File: config.mk
export PLATFORM = sky130hd
export DESIGN_NAME = wb_master_bridge
export DESIGN_NICKNAME = d
export VERILOG_FILES = /design/src/rtl/wb_master_bridge.sv
export SDC_FILE = /design/constraint.sdc
export NUM_CORES = 1
export LEC_CHECK = 0
export BUFFER_PORTS_ARGS = -buffer_cell sky130_fd_sc_hd__buf_2
export CORE_MARGIN = 2
export CORE_UTILIZATION = 45
export CTS_CLUSTER_DIAMETER = 40
export DETAILED_ROUTE_END_ITERATION = 10
export PLACE_DENSITY = 0.83
export SYNTH_ARGS = -nofsm -noshare
export SYNTH_HDL_FRONTEND = slang
export SYNTH_SLANG_ARGS = --single-unit
File: constraint.sdc
create_clock -name clk -period 4 [get_ports clk]
set_input_delay 0.2 -clock clk [delete_from_list [all_inputs] [get_ports clk]]
set_output_delay 0.2 -clock clk [all_outputs]
set_load 0.005 [all_outputs]
File: src/rtl/wb_master_bridge.sv
// rtl/wb_master_bridge.sv - Wishbone classic initiator for the datapath data-memory port
// Turns single-cycle load/store requests into registered single transfers with ACK timeout.
module wb_master_bridge #(
  parameter int            AW       = 32,
  parameter int            DW       = 32,
  parameter int            TIMEOUT  = 15,
  parameter logic [DW-1:0] ERR_DATA = 32'hDEADBEEF
) (
  input  logic            clk,
  input  logic            reset,
  input  logic            cpu_read,
  input  logic            cpu_write,
  input  logic [AW-1:0]   cpu_addr,
  input  logic [DW-1:0]   cpu_wdata,
  input  logic [DW/8-1:0] cpu_sel,
  output logic [DW-1:0]   cpu_rdata,
  output logic            cpu_stall,
  output logic            bus_err,
  output logic [AW-1:0]   ADR_O,
  output logic [DW-1:0]   DAT_O,
  input  logic [DW-1:0]   DAT_I,
  output logic            WE_O,
  output logic [DW/8-1:0] SEL_O,
  output logic            STB_O,
  output logic            CYC_O,
  input  logic            ACK_I
);

  localparam int CW = $clog2(TIMEOUT + 1);
  localparam logic [CW-1:0] CNT_LAST = CW'(TIMEOUT - 1);
  localparam logic [CW-1:0] CNT_MAX  = CW'(TIMEOUT);

  localparam logic [1:0] S_IDLE = 2'd0;
  localparam logic [1:0] S_BUS  = 2'd1;
  localparam logic [1:0] S_DONE = 2'd2;

  logic [1:0]    state;
  logic [CW-1:0] cnt;
  logic          req;

  assign req = cpu_read | cpu_write;

  // DONE releases the stall so the datapath advances on the edge ending DONE.
  always_comb begin
    cpu_stall = 1'b0;
    if (!reset) begin
      case (state)
        S_IDLE:  cpu_stall = req;
        S_BUS:   cpu_stall = 1'b1;
        default: cpu_stall = 1'b0;
      endcase
    end
  end

  always_ff @(posedge clk or posedge reset) begin
    if (reset) begin
      state     <= S_IDLE;
      cnt       <= '0;
      ADR_O     <= '0;
      DAT_O     <= '0;
      SEL_O     <= '0;
      WE_O      <= 1'b0;
      STB_O     <= 1'b0;
      CYC_O     <= 1'b0;
      cpu_rdata <= '0;
      bus_err   <= 1'b0;
    end else begin
      case (state)
        S_IDLE: begin
          bus_err <= 1'b0;
          if (req) begin
            ADR_O <= cpu_addr;
            DAT_O <= cpu_wdata;
            SEL_O <= cpu_sel;
            WE_O  <= cpu_write;
            CYC_O <= 1'b1;
            STB_O <= 1'b1;
            cnt   <= '0;
            state <= S_BUS;
          end
        end
        S_BUS: begin
          // ACK has priority over a timeout expiring on the same edge.
          if (ACK_I) begin
            if (!WE_O) cpu_rdata <= DAT_I;
            CYC_O <= 1'b0;
            STB_O <= 1'b0;
            WE_O  <= 1'b0;
            state <= S_DONE;
          end else begin
            if (cnt != CNT_MAX) cnt <= cnt + 1'b1;
            if (cnt == CNT_LAST) begin
              if (!WE_O) cpu_rdata <= ERR_DATA;
              CYC_O   <= 1'b0;
              STB_O   <= 1'b0;
              WE_O    <= 1'b0;
              bus_err <= 1'b1;
              state   <= S_DONE;
            end
          end
        end
        S_DONE: begin
          bus_err <= 1'b0;
          state   <= S_IDLE;
        end
        default: begin
          bus_err <= 1'b0;
          state   <= S_IDLE;
        end
      endcase
    end
  end

endmodule

== Word level (Yosys, flattened, before mapping) ==
Cells that the tools add are included.
Storage, ports and cells
  flip-flop bits (word level): 109
  bits of input ports: 105
  output and inout bits: 105
  word-level logic and storage cells: 53
Cells by class
  add/sub/neg operators: 1
  equality and inequality tests: 10
  muxes and demuxes: 23
  bitwise gates (word level): 1
  reductions and logical operators: 9
Operator list (number)
  2-to-1 mux 32 bit: 4
  2-to-1 mux 4 bit: 3
  != test 2 bit, second input constant: 6
  2-to-1 mux 1 bit: 8
  one-hot mux 4 bit (2 select lines): 1
  AND reduction 4 bit: 2
  2-to-1 mux 2 bit: 3
  one-hot mux 1 bit (2 select lines): 3
  AND reduction 2 bit: 3
  adder 4 x 1 -> 4 bit, second input constant: 1
  == test 4 bit, second input constant: 1
  != test 4 bit, second input constant: 1
  one-hot mux 2 bit (2 select lines): 1
  nonzero test 2 bit: 2
  != test 3 bit, second input constant: 1
  AND reduction 3 bit: 1
  == test 2 x 1 -> 1 bit, second input constant: 1
  zero test 2 bit: 1
  OR 1 bit: 1

== Logic depth before layout (Yosys ltp) ==
  depth after elaboration: 4
  mapped depth: 6
  mapped depth without buffers: 5

== Worst setup path before layout ==
Ideal clock, no wire load.
  path type: reg-to-reg
  from: register cnt[0]
  to: register cpu_rdata[14]
  library setup time: 121 ps
  arrival time: 1403 ps
  path slack: 2476 ps
  stages on the path, launching flop included: 7
  buffers on the path: 1
  path through: dfrtp_1 -> inv_1 -> ha_1 -> a31oi_1 -> or3_1 -> buf_2 -> a22o_1
Between the ends
  word-level cells in the longest chain between the ends: 3
  elaborated cells on any way between the ends: 4
  those cells by class: eq/ne: 2; reduce/logical: 2
RTL lines
  start: declaration: RTL line 38  | logic [CW-1:0] cnt;
  start signal: assignment: RTL line 91  | if (cnt != CNT_MAX) cnt <= cnt + 1'b1;
  == test 4 bit *: RTL line 92  | if (cnt == CNT_LAST) begin
  != test 2 bit (no line) or nonzero test 2 bit (tied branches)
  AND reduction 4 bit (no line) *
  end signal: assignment: RTL line 65  | cpu_rdata <= '0;
  end signal: assignment: RTL line 85  | if (!WE_O) cpu_rdata <= DAT_I;
  end signal: assignment: RTL line 93  | if (!WE_O) cpu_rdata <= ERR_DATA;
  end: declaration: RTL line 16  | output logic [DW-1:0] cpu_rdata,
Every way passes the cells marked *; elsewhere a longest branch is shown, timed or not.
A chain may end at the register's enable or synchronous reset.

== Worst setup path in the final report ==
  from: register state[1]
  to: register cpu_rdata[7]
Between the ends
  word-level cells in the longest chain between the ends: 2
RTL lines
  start: declaration: RTL line 37  | logic [1:0] state;
  start signal: assignment: RTL line 57  | state <= S_IDLE;
  start signal: assignment: RTL line 79  | state <= S_BUS;
  start signal: assignment: RTL line 89  | state <= S_DONE;
  == test 2 x 1 -> 1 bit: RTL line 68  | case (state)
  AND reduction 4 bit (no line)
No other way between the ends.

==> flow_metrics.tcl <==
set metrics [dict create \
    synth.top_cell.area_share_pct 65.3 \
    worstHoldStart "cpu_addr[13]" \
    cts_inserted_buffers 9 \
    rsz0062_at_grt "false" \
    power.static_leakage_nw 2.68 \
    fin_nets 584 \
    post-cts-setup-buffers 0 \
    drc 0 \
    maxSlewViolCount 0 \
    fin_crit_sh_pct 50.2 \
    clock_latency_ns 0.35 \
    criticalPathCategory "flip-flop to flip-flop" \
    status "finished clean" \
    antenna_cells 0 \
    finalCriticalPeriod_ns 2.01 \
    drtIter0Drc 85 \
    critPathSlowestCell "or3_1" \
    cts_sinks 109 \
    antenna_found_initial 0 \
    powerDensity_nw_per_um2 763 \
    drive_gt1_share_pct 63.3 \
    wl_per_cell_um 15.2 \
    first_global_vias 3076 \
    gp_congestion 0.783 \
    dpl.hpwl_um 6610 \
    fin_skew_ns 0.00996 \
    setup-violations-final 0 \
    holdBufCountCts 1 \
    start_kind "flip-flop" \
    ys_ff_latch 109 \
    finalHoldViolations 0 \
    p_sw_share_pct 32.1 \
    synth_edf_count 0 \
    ys.flop_type "dfrtp_1" \
    slowest_delay_ns 0.74 \
    pwr-share-seq_pct 46.4 \
    synth.most_common_cell "dfrtp_1" \
    min_path_type "input port to flip-flop" \
    tightest_slew_ns 0.895 \
    grtUsageTotal_pct 17.8 \
    setup_tns_ns 0 \
    pwr-share-comb_pct 38.7 \
    ant_nets 0 \
    maxCapViolCount 0 \
    grt_max_degree 72 \
    ys_types 33 \
    rows 35 \
    dr.pass1.iters 4 \
    synth_warnings 0 \
    crit_start "state[1]$_DFFE_PP0P_" \
    synthCells 268 \
    max_freq_ghz 0.498 \
    cp_max_fo 24 \
    grt_pass1_wl_um 14300 \
    initial_utilization_pct 45.8 \
    area_growth_pct 31.0 \
    p_int_mw 2.83 \
    switching_power_mw 1.34 \
    port_buffers 209 \
    synth-seq-area-share_pct 65.3 \
    synthArstFlopShare_pct 100 \
    die_w_um 100 \
    vdd_drop_max_mv 0.360 \
    die_area_um2 10100 \
    cp-end-kind "flip-flop" \
    clock_path_buffers 2 \
    die_height_um 100 \
    crit_chain "nand2b_1 > or3_1 > o22a_1" \
    final_util_pct 60.1 \
    crit_arrival_ns 2.24 \
    ios 210 \
    synth_commonest_cells "dfrtp_1, mux2_2, o22a_1, a22o_1, buf_4" \
    netlist_area_um2 4180 \
    cp.required_ns 4.24 \
    htree_levels 3 \
    clock-root-buffer "clkbuf_8" \
    yosysTopAreaCell "dfrtp_1" \
    gr-total-overflow 0 \
    cts.clk_slew.worst_paths_ns 0.11 \
    synth_nets 375 \
    routed_wl_um 9030 \
    synth.avg_cell_area_um2 15.6 \
    synth_area_leaders "dfrtp_1, mux2_2, o22a_1" \
    postCtsResizedCells 0 \
    r2r-start "state[1]$_DFFE_PP0P_" \
    dr_total_vias 2970 \
    vias_per_cell 5.01 \
    core_um2 9110 \
    cts_tree "done" \
    power.share.clock_pct 14.9 \
    slew_headroom_pct 40.3 \
]
-- worst paths after layout --
check | cells after the start | slack [ns] | end
max reg2reg | 3 | 1.99 | cpu_rdata[7]$_DFFE_PP0P_
min | 2 | 0.06 | ADR_O[13]$_DFFE_PP0P_
max in group asynchronous | 4 | 2.80 | ADR_O[31]$_DFFE_PP0P_
max | 3 | 1.99 | cpu_rdata[7]$_DFFE_PP0P_
min in group asynchronous | 3 | 0.33 | cpu_rdata[14]$_DFFE_PP0P_
min reg2reg | 1 | 0.49 | cpu_rdata[16]$_DFFE_PP0P_
-- through the flow --
stage | setup slack [ns] | hold WS, ns | cells | power [mW] | cell area (µm²)
detailed placement | 2.03 | 0.156 | 576 | 3.60 | 5270
floorplan | 0.926 | 0.297 | 268 | 2.89 | 4180
global placement | 2.08 | 0.147 | 576 | 3.50 | 5270
global route | 1.86 | 0.0312 | 593 | 4.49 | 5470
finish | 1.99 | 0.0623 | 593 | 4.17 | 5470
CTS | 2.00 | 0.0392 | 593 | 4.23 | 5470
-- area by class of cell --
cell class,instances,area (µm²)
clock buffers,11,141
clock inverters,5,45.0
fillers,734,3640
inverters,5,21.3
multi-input cells,139,1320
flip-flops and latches,109,2730
well taps,111,139
repair buffers,213,1080
-- placed cells by master, fill, tap and decap left out, drive strengths merged, types with 2 or more instances in the layout --
master and instances:
nand2b 3, nand2 2, ha 2, inv 6, and2 2, buf 212
dfrtp 109, clkbuf 11, a22o 8, o22a 24, or3 2, a21oi 3
nand3 2, nor3 3, nor2 5, mux2 70, clkinv 3
-- worst max-delay path: cells and delay by family (launching register included) --
kind               cells  cell delay, ns
AOI/OAI and AO/OA      1            0.34
DFF                    1            0.44
and+or+nand+nor        2            1.10
-- kinds of logic (layout without fill, tap and decap cells) --
family	count (synthesis)	after routing	synth area share, %
buffers and inverters	20	234	3.18
muxes	70	70	18.9
adders and majority gates	2	2	0.599
AOI/OAI and AO/OA	43	43	8.51
and+or+nand+nor	24	24	3.51
DFF	109	109	65.3
-- sequential cells by signal (all words and copies together), names as in the netlist --
signal	cells
cpu_rdata	32
DAT_O	32
CYC_O	1
state	2
WE_O	1
SEL_O	4
bus_err	1
cnt	4
ADR_O	32
-- metal layers --
| layer | GRT usage (%) | part of all wire (%) | up-vias |
|---|---|---|---|
| met5 | 0 | 0 | - |
| met4 | 3.79 | 0.58 | 0 |
| met3 | 6.20 | 9.8 | 5 |
| met2 | 30.0 | 48 | 153 |
| met1 | 22.5 | 42 | 1421 |
| li1 | - | - | 1391 |
-- power groups by stage --
stage / Sequential, mW / Clock, mW / Combinational, mW
after global routing: 2.01 / 0.693 / 1.78
final: 1.94 / 0.623 / 1.61
after global placement: 1.92 / 0 / 1.58
after detailed placement: 1.95 / 0 / 1.65
after floorplan: 1.98 / 0 / 0.904
after CTS: 1.94 / 0.652 / 1.65
Power figures use the tool's default switching activity.
